<file path="config.mk">
export PLATFORM = sky130hd
export DESIGN_NAME = ysyx_23060025_icache
export DESIGN_NICKNAME = d
export VERILOG_FILES = /design/src/rtl/ysyx_23060025_icache.sv
export SDC_FILE = /design/constraint.sdc
export NUM_CORES = 2
export LEC_CHECK = 0
export BUFFER_PORTS_ARGS = -buffer_cell sky130_fd_sc_hd__buf_4
export CELL_PAD_IN_SITES_DETAIL_PLACEMENT = 1
export CELL_PAD_IN_SITES_GLOBAL_PLACEMENT = 1
export CORE_MARGIN = 3
export CORE_UTILIZATION = 60
export CTS_CLUSTER_SIZE = 16
export DETAILED_ROUTE_END_ITERATION = 8
export PLACE_DENSITY = 0.92
export SETUP_SLACK_MARGIN = 0.15
export SLEW_MARGIN = 15
export SYNTH_ARGS = -nofsm -noshare
export SYNTH_HDL_FRONTEND = slang
export SYNTH_SLANG_ARGS = --single-unit
</file>
<file path="constraint.sdc">
create_clock -name clock -period 13.28 [get_ports clock]
set_input_delay 0.664 -clock clock [delete_from_list [all_inputs] [get_ports clock]]
set_output_delay 0.664 -clock clock [all_outputs]
set_load 0.1 [all_outputs]
</file>
<file path="src/rtl/ysyx_23060025_icache.sv">
// Direct-mapped read-only instruction cache: answers IFU fetches from local lines
// and refills a whole line over an AXI4 INCR read burst on a miss.
module ysyx_23060025_icache #(
   parameter int ADDR_WIDTH = 32,
   parameter int DATA_WIDTH = 32,
   parameter int LINE_WORDS = 4,
   parameter int NUM_LINES  = 16
) (
   input  logic                  clock,
   input  logic                  reset,
   input  logic                  in_psel,
   input  logic [ADDR_WIDTH-1:0] in_paddr,
   output logic                  in_pready,
   output logic [DATA_WIDTH-1:0] in_prdata,
   input  logic                  fence_i_i,
   output logic [ADDR_WIDTH-1:0] araddr,
   output logic                  arvalid,
   input  logic                  arready,
   output logic [7:0]            arlen,
   output logic [2:0]            arsize,
   output logic [1:0]            arburst,
   input  logic [DATA_WIDTH-1:0] rdata,
   input  logic [1:0]            rresp,
   input  logic                  rvalid,
   input  logic                  rlast,
   output logic                  rready,
   output logic                  icache_err_o,
   output logic [31:0]           hit_cnt_o,
   output logic [31:0]           miss_cnt_o
);
   localparam int OB = $clog2(LINE_WORDS * 4);
   localparam int IB = $clog2(NUM_LINES);
   localparam int WB = $clog2(LINE_WORDS);
   localparam int TW = ADDR_WIDTH - OB - IB;

   typedef enum logic [2:0] {
      S_IDLE  = 3'd0,
      S_CHECK = 3'd1,
      S_AR    = 3'd2,
      S_R     = 3'd3,
      S_RESP  = 3'd4
   } state_t;

   state_t                  r_state;
   state_t                  w_next;
   logic [ADDR_WIDTH-1:2]   r_addr;
   logic [NUM_LINES-1:0]    r_valid;
   logic [TW-1:0]           r_tag  [NUM_LINES];
   logic [DATA_WIDTH-1:0]   r_data [NUM_LINES*LINE_WORDS];
   logic [WB-1:0]           r_beat;
   logic                    r_err;
   logic                    r_flush_pend;
   logic [31:0]             r_hit_cnt;
   logic [31:0]             r_miss_cnt;

   logic [TW-1:0]           w_tag;
   logic [IB-1:0]           w_idx;
   logic [WB-1:0]           w_word;
   logic                    w_hit;
   logic [DATA_WIDTH-1:0]   w_rd_word;
   logic                    w_unused_paddr;

   logic                    w_pready;
   logic [DATA_WIDTH-1:0]   w_prdata;
   logic                    w_arvalid;
   logic [ADDR_WIDTH-1:0]   w_araddr;
   logic                    w_rready;
   logic                    w_err_pulse;
   logic                    w_flush;
   logic                    w_latch;
   logic                    w_hit_inc;
   logic                    w_miss_inc;
   logic                    w_ar_done;
   logic                    w_beat_wr;
   logic                    w_install;

   assign w_tag          = r_addr[ADDR_WIDTH-1:OB+IB];
   assign w_idx          = r_addr[OB+IB-1:OB];
   assign w_word         = r_addr[OB-1:2];
   assign w_hit          = r_valid[w_idx] && (r_tag[w_idx] == w_tag);
   assign w_rd_word      = r_data[{w_idx, w_word}];
   assign w_unused_paddr = ^in_paddr[1:0];

   // State register
   always_ff @(posedge clock or posedge reset) begin
      if (reset) begin
         r_state <= S_IDLE;
      end else begin
         r_state <= w_next;
      end
   end

   // Next-state decode and per-state control strobes
   always_comb begin
      w_next      = r_state;
      w_pready    = 1'b0;
      w_prdata    = {DATA_WIDTH{1'b0}};
      w_arvalid   = 1'b0;
      w_araddr    = {ADDR_WIDTH{1'b0}};
      w_rready    = 1'b0;
      w_err_pulse = 1'b0;
      w_flush     = 1'b0;
      w_latch     = 1'b0;
      w_hit_inc   = 1'b0;
      w_miss_inc  = 1'b0;
      w_ar_done   = 1'b0;
      w_beat_wr   = 1'b0;
      w_install   = 1'b0;
      case (r_state)
         S_IDLE: begin
            // A pending or fresh flush takes priority over a new fetch
            if (r_flush_pend || fence_i_i) begin
               w_flush = 1'b1;
            end else if (in_psel) begin
               w_latch = 1'b1;
               w_next  = S_CHECK;
            end else begin
               w_next  = S_IDLE;
            end
         end
         S_CHECK: begin
            if (w_hit) begin
               w_pready  = 1'b1;
               w_prdata  = w_rd_word;
               w_hit_inc = 1'b1;
               w_next    = S_IDLE;
            end else begin
               w_miss_inc = 1'b1;
               w_next     = S_AR;
            end
         end
         S_AR: begin
            w_arvalid = 1'b1;
            w_araddr  = {r_addr[ADDR_WIDTH-1:OB], {OB{1'b0}}};
            if (arready) begin
               w_ar_done = 1'b1;
               w_next    = S_R;
            end else begin
               w_next    = S_AR;
            end
         end
         S_R: begin
            w_rready = 1'b1;
            if (rvalid) begin
               w_beat_wr = 1'b1;
               w_next    = rlast ? S_RESP : S_R;
            end else begin
               w_next    = S_R;
            end
         end
         S_RESP: begin
            w_install   = !r_err;
            w_err_pulse = r_err;
            w_next      = S_IDLE;
            if (in_psel) begin
               w_pready = 1'b1;
               w_prdata = w_rd_word;
            end else begin
               w_pready = 1'b0;
            end
         end
         default: begin
            w_next = S_IDLE;
         end
      endcase
   end

   // Latched fetch address
   always_ff @(posedge clock or posedge reset) begin
      if (reset) begin
         r_addr <= {(ADDR_WIDTH-2){1'b0}};
      end else if (w_latch) begin
         r_addr <= in_paddr[ADDR_WIDTH-1:2];
      end
   end

   // Flush requests seen while busy are held until the next IDLE cycle
   always_ff @(posedge clock or posedge reset) begin
      if (reset) begin
         r_flush_pend <= 1'b0;
      end else if (w_flush) begin
         r_flush_pend <= 1'b0;
      end else if (fence_i_i) begin
         r_flush_pend <= 1'b1;
      end
   end

   // Line valid bits
   always_ff @(posedge clock or posedge reset) begin
      if (reset) begin
         r_valid <= {NUM_LINES{1'b0}};
      end else if (w_flush) begin
         r_valid <= {NUM_LINES{1'b0}};
      end else if (w_install) begin
         r_valid[w_idx] <= 1'b1;
      end
   end

   // Tag and data arrays carry no reset; valid bits guard them
   always_ff @(posedge clock) begin
      if (w_install) begin
         r_tag[w_idx] <= w_tag;
      end
      if (w_beat_wr) begin
         r_data[{w_idx, r_beat}] <= rdata;
      end
   end

   // Refill beat counter and sticky response error
   always_ff @(posedge clock or posedge reset) begin
      if (reset) begin
         r_beat <= {WB{1'b0}};
         r_err  <= 1'b0;
      end else if (w_ar_done) begin
         r_beat <= {WB{1'b0}};
         r_err  <= 1'b0;
      end else if (w_beat_wr) begin
         r_beat <= r_beat + WB'(1'b1);
         r_err  <= r_err | (rresp != 2'b00);
      end
   end

   // Performance counters, wrapping
   always_ff @(posedge clock or posedge reset) begin
      if (reset) begin
         r_hit_cnt  <= 32'd0;
         r_miss_cnt <= 32'd0;
      end else begin
         if (w_hit_inc) begin
            r_hit_cnt <= r_hit_cnt + 32'd1;
         end
         if (w_miss_inc) begin
            r_miss_cnt <= r_miss_cnt + 32'd1;
         end
      end
   end

   assign in_pready    = w_pready;
   assign in_prdata    = w_prdata;
   assign arvalid      = w_arvalid;
   assign araddr       = w_araddr;
   assign rready       = w_rready;
   assign icache_err_o = w_err_pulse;
   assign arlen        = 8'(LINE_WORDS - 1);
   assign arsize       = 3'b010;
   assign arburst      = 2'b01;
   assign hit_cnt_o    = r_hit_cnt;
   assign miss_cnt_o   = r_miss_cnt;

endmodule

</file>
Yosys cells after proc, flatten, opt, wreduce, memory -nomap -nowiden
Memory sizes are Yosys's and may differ from the RTL's.
Cells that the tools add are included.
{ "totals": {"reg_bits": 117, "latch_bits": 0, "ramBits": 2432, "mem_bits_ro": 0, "input_bits": 73, "word_cells": 77, "n_memories": 2} }
{ "memory_table": {"columns": ["memory", "words", "width", "rd", "rd_clocked_by_memory_dff", "wr", "line", "rtl"], "rows": [
  ["r_data", 64, 32, 1, 0, 1, "49", "logic [DATA_WIDTH-1:0] r_data [NUM_LINES*LINE_WORDS];"],
  ["r_tag", 16, 24, 1, 0, 1, "48", "logic [TW-1:0] r_tag [NUM_LINES];"]
]} }
{ "op_classes": {"n_addsub": 3, "multipliers": 0, "n_div": 0, "magnitude_cmp": 2, "n_eq_ne": 6, "n_shift": 0, "mux": 45, "bitwise_logic": 2, "n_reduce_logical": 9} }
{ "ops": {"columns": ["op", "n"], "rows": [
  ["32-bit 2-to-1 mux", 3],
  ["32-bit by 1-bit adder with 32-bit output (second input constant)", 2],
  ["32-bit one-hot mux with 2 select lines", 1],
  ["16-bit 2-to-1 mux", 2],
  ["1-bit 2-to-1 mux", 29],
  ["24-bit == test", 1],
  ["16-bit OR", 1],
  ["3-bit one-hot mux with 4 select lines", 1],
  ["3-bit 2-to-1 mux", 3],
  ["2-bit nonzero test", 4],
  ["3-bit by 2-bit == test with 1-bit output (second input constant)", 2],
  ["2-bit 2-to-1 mux", 3],
  ["4-bit by 5-bit < comparator with 1-bit output (second input constant)", 1],
  ["1-bit binary-select mux with 4-bit select", 1],
  ["1-bit demux with 4-bit select", 1],
  ["4-bit by 1-bit >= comparator with 1-bit output (second input constant)", 1],
  ["3-bit by 1-bit == test with 1-bit output (second input constant)", 1],
  ["3-bit == test (second input constant)", 1],
  ["3-bit zero test", 1],
  ["2-bit by 1-bit adder with 2-bit output (second input constant)", 1],
  ["1-bit logical AND", 2],
  ["2-bit inequality test (second input constant)", 1],
  ["1-bit one-hot mux with 2 select lines", 1],
  ["1-bit zero test", 1],
  ["other kinds (2)", 2]
]} }

Longest topological paths before layout
{ "logic_depth": {"ltp_word": 7, "mapped_depth": 15, "ltp_nobuf": 9} }

Worst setup path before layout
Ideal clock, no wire load.
{ "synth_path": {"path_type": "reg-to-output", "start": "reg r_addr[4] in the netlist's numbering", "end": "out in_prdata[12]", "t_arrival_ns": 4.870, "required_time_ns": 12.616, "slack_ns": 7.746, "stages_incl_launch_ff": 13, "n_path_buf": 4, "path_cell_list": "dfrtp_1 -> buf_6 -> buf_12 -> mux4_1 -> a211o_1 -> a211o_1 -> a211oi_1 -> nor4b_2 -> and3_1 -> buf_6 -> a22oi_4 -> buf_2 -> a211oi_1"} }
{ "synth_between": {"elab_chain_cells": 5} }
{ "synth_rtl": {"columns": ["item", "line", "rtl"], "rows": [
  ["start: declaration", "46", "logic [ADDR_WIDTH-1:2] r_addr;"],
  ["start signal: assignment", "171", "r_addr <= {(ADDR_WIDTH-2){1'b0}};"],
  ["start signal: assignment", "173", "r_addr <= in_paddr[ADDR_WIDTH-1:2];"],
  ["memory 16 x 24 bit or 1-bit binary-select mux with 4-bit select (tied branches)", null, null],
  ["24-bit == test or 1-bit 2-to-1 mux (tied branches)", "80", "assign w_hit = r_valid[w_idx] && (r_tag[w_idx] == w_tag);"],
  ["1-bit logical AND", "80", null],
  ["32-bit 2-to-1 mux", "122", "if (w_hit) begin"],
  ["32-bit one-hot mux with 2 select lines (*)", "109", "case (r_state)"],
  ["end: declaration", "14", "output logic [DATA_WIDTH-1:0] in_prdata,"]
]} }
Mark *: on every way between the ends. The rest lies on a longest branch, timed or not. The select of a mux whose other input is x is not followed.

Final worst setup path
{ "layout_path": {"start": "reg r_addr[5] in the netlist's numbering", "end": "out in_prdata[20]"} }
The elaborated chain is that of the path after synthesis.

==> results.py <==
metrics = {
    "timing": {
        "tns_ps": 0,
        "finalHoldViolCount": 0,
        "tightest_slew_ps": 1390,
        "rsz0062_at_grt": "no",
        "fin_ws_ps": 4980,
        "fin_crit_sh_pct": 62.5,
        "fin_skew_ps": 65.8,
        "whs_ps": 14.5,
        "max_freq_ghz": 0.121,
        "drv_slew": 0,
        "min_period_ps": 8300,
        "slew_headroom_pct": 7.31,
        "setup_viol": 0,
    },
    "clock_tree": {
        "cts_tree": "yes",
        "cts-resized-gates": 0,
        "root_buffer": "clkbuf_16",
        "cts_buffers": 237,
        "clock-sinks": 2549,
        "cts_setup_buffers": 0,
        "cts.clk_slew.worst_paths_ps": 70,
        "h-tree-depth": 4,
        "clkLatencyLatePin_ps": 920,
        "hold_buffers": 9,
        "clockBufferDepth": 3,
    },
    "power_and_ir_drop": {
        "p_int_uw": 15500,
        "irDropWorstVdd_uv": 200,
        "fin_total_pwr_uw": 23000,
        "share_seq_of_total_power_pct": 41.4,
        "power_frac_comb_pct": 27.7,
        "swShare_pct": 32.7,
        "pwr-share-clk_pct": 30.9,
        "power.density_nw_per_um2": 206,
        "p_leak_uw": 0.0355,
        "p_sw_uw": 7510,
    },
    "synthesis": {
        "ys_ff_latch": 2549,
        "synth_most_common_cell": "edfxtp_1",
        "netlist_instances": 4402,
        "syn_area_per_cell_um2": 22.5,
        "synth_cell_type_count": 79,
        "ys.flop_type": "edfxtp_1",
        "synth_area_leaders": "edfxtp_1, mux4_2, dfrtp_1, mux2i_1, mux2_2",
        "ys_async_sr_fraction_pct": 4.59,
        "yosysWarnings": 0,
        "synth_top_area_share_pct": 73.7,
        "yosysSeqAreaShare_pct": 76.6,
        "netlist.top_cell.by_area": "edfxtp_1",
        "synth_enable_flop_cells": 2432,
        "yosys-top-cells-count": "edfxtp_1, mux4_2, nor2_1",
        "synth_area_um2": 99100,
    },
    "detailed_routing": {
        "drt_iter0_drc": 10273,
        "drt_pass1_iterations": 6,
        "via_per_inst": 7.71,
        "dr_total_vias": 54999,
        "routedWlPerCell_um": 46.6,
        "drt_wl_total_um": 333000,
        "route.detailed.drc": 0,
        "ant_nets": 0,
    },
    "min_path": {
        "whs_endpoint": "r_addr[5]$_DFFE_PP0P_",
        "hold_path.class": "in2reg",
        "hold_start": "in_paddr[5]",
        "holdPathStages": 2,
    },
    "finish": {
        "n_fill_cell": 12492,
        "final_cell_area_um2": 112000,
        "area_growth_pct": 12.6,
        "nets": 4824,
        "final_layout_size_suffix_gt1_share_pct": 30.7,
    },
    "floorplanning": {
        "die-area_um2": 170000,
        "start_util_pct": 60.6,
        "die_w_um": 412,
        "std_cell_rows": 148,
        "die_h_um": 412,
        "core_area_um2": 164000,
        "io_pins": 218,
    },
    "status": {
        "status": "finished clean",
    },
    "setup_path": {
        "crit_type": "reg2out",
        "arrival_ps": 7630,
        "cp-end-kind": "output port",
        "cp_slowest_stage_delay_ps": 900,
        "reg2reg_depth": 11,
        "startpoint_type": "flip-flop",
        "r2r_slack_ps": 7480,
        "reg2reg_from": "r_addr[5]$_DFFE_PP0P_",
        "worstReg2RegEnd": "hit_cnt_o[24]$_DFFE_PP0P_",
        "crit_required_ps": 12620,
        "path_max_fanout": 44,
        "critical-path-slowest-cell": "dfrtp_4",
        "critPathLaunch": "r_addr[5]$_DFFE_PP0P_",
        "crit_chain": "buf_4, buf_4, mux4_2, xnor2_1, a2111oi_0, o21ai_0, o32a_1, nor3_1, and3_1, buf_4, a22oi_4, buf_4, buf_4, nor3_1, buf_4",
        "crit_path_frequent_cell": "buf_4",
    },
    "global_route": {
        "grt.total_usage_pct": 39.8,
        "grt_pass1_wl_um": 461000,
        "grt.overflow.total": 0,
        "antenna_found_initial": 10,
        "grt_max_degree": 151,
        "grt_pass1_vias": 56058,
    },
    "placed_design": {
        "place_area_um2": 104000,
        "pre_cts_ws_ps": 6320,
        "io_buffer_count": 198,
        "routabilityCongestion": 0.830,
        "dp.final_hpwl_um": 165000,
    },
    "flow_run": {
        "cap_violations": 0,
    },
}
## how the worst max path moves through the flow
stage | endpoint | slack [ps]
after floorplan | in_prdata[12] | 7750
after global placement | in_prdata[28] | 6360
after detailed placement | in_prdata[23] | 6320
after CTS | in_prdata[20] | 5070
after global routing | in_prdata[31] | 4760
final | in_prdata[20] | 4980
## cell usage in the layout (no fill, tap or decap), types with 18 or more instances in the layout
master	Yosys	routed
inv_1	23	22
mux2_2	47	47
a21oi_1	33	33
and2_1	35	35
nor3_2	5	25
mux4_2	672	672
clkinvlp_4	0	18
nand3_1	37	35
buf_4	32	328
xnor2_1	48	48
nor2_4	0	60
dfrtp_1	117	110
bufinv_16	0	26
clkbuf_1	107	30
edfxtp_1	2432	2432
nor3_1	56	36
nand2_1	75	75
mux2i_1	102	102
clkinv_2	0	50
clkbuf_16	0	241
xor2_1	46	46
a22oi_1	42	42
nor3b_1	19	18
clkinv_1	0	63
nor2_1	119	58
## sequential cells by signal (all words and copies together) (netlist names)
register	flops
hit_cnt_o	32
r_flush_pend	1
r_err	1
r_addr	30
r_state	3
r_data	2048
r_beat	2
r_valid	16
r_tag	384
miss_cnt_o	32
## critical path, delay by kind of cell (launching register included)
| kind | cells | cell delay [ps] |
|---|---|---|
| mux | 1 | 420 |
| simple gates | 3 | 1010 |
| buf+inv | 6 | 2690 |
| xor+xnor | 1 | 180 |
| compound gates | 4 | 1360 |
| flops | 1 | 900 |
## area by class of cell
type | instances | area [um^2] | area share (%)
timing repair buffer | 343 | 2660 | 2.38
inverter | 24 | 92.6 | 0.0829
antenna | 8 | 20.0 | 0.0179
tap | 2175 | 2720 | 2.44
clock buffer | 272 | 6160 | 5.51
sequential | 2549 | 76000 | 68.1
multi-input combinational | 1594 | 22400 | 20.1
clock inverter | 173 | 1630 | 1.46
## cell families after synthesis
group           count (synthesis)  share of synthesized area [%]
buf+inv                       274                           1.42
xor+xnor                       94                          0.830
simple gates                  430                           2.22
compound gates                213                           1.59
mux                           838                           17.3
other cells                     2                        0.00758
flops                        2549                           76.6
fa+ha+maj                       2                         0.0252
## layer usage
| layer | vias up | part of all wire [%] | routed length, um | track usage [%] |
|---|---|---|---|---|
| met1 | 28370 | 31 | 104000 | 49.1 |
| li1 | 19246 | - | - | - |
| met2 | 5960 | 48 | 161000 | 63.4 |
| met3 | 1411 | 13 | 42500 | 11.4 |
| met5 | - | 0.023 | 77 | 0 |
| met4 | 12 | 7.6 | 25400 | 23.9 |
## power groups by stage
| stage | clock network, uW | registers [uW] | logic, uW |
|---|---|---|---|
| 2_1_floorplan | 0 | 9450 | 4190 |
| 3_3_place_gp | 0 | 9600 | 5720 |
| 3_5_place_dp | 0 | 9640 | 5990 |
| 4_1_cts | 7070 | 9490 | 6250 |
| 5_1_grt | 7400 | 9520 | 6500 |
| 6_report | 7100 | 9510 | 6370 |
## through the flow
| step | utilization [%] | std cells |
|---|---|---|
| global route | 68.3 | 7132 |
| finish | 68.3 | 7138 |
| floorplan | - | 4417 |
| detailed placement | 63.4 | 6675 |
| CTS | 68.3 | 7129 |
| global placement | 63.4 | 6675 |
Note: power is estimated with default switching activity, not from simulation.
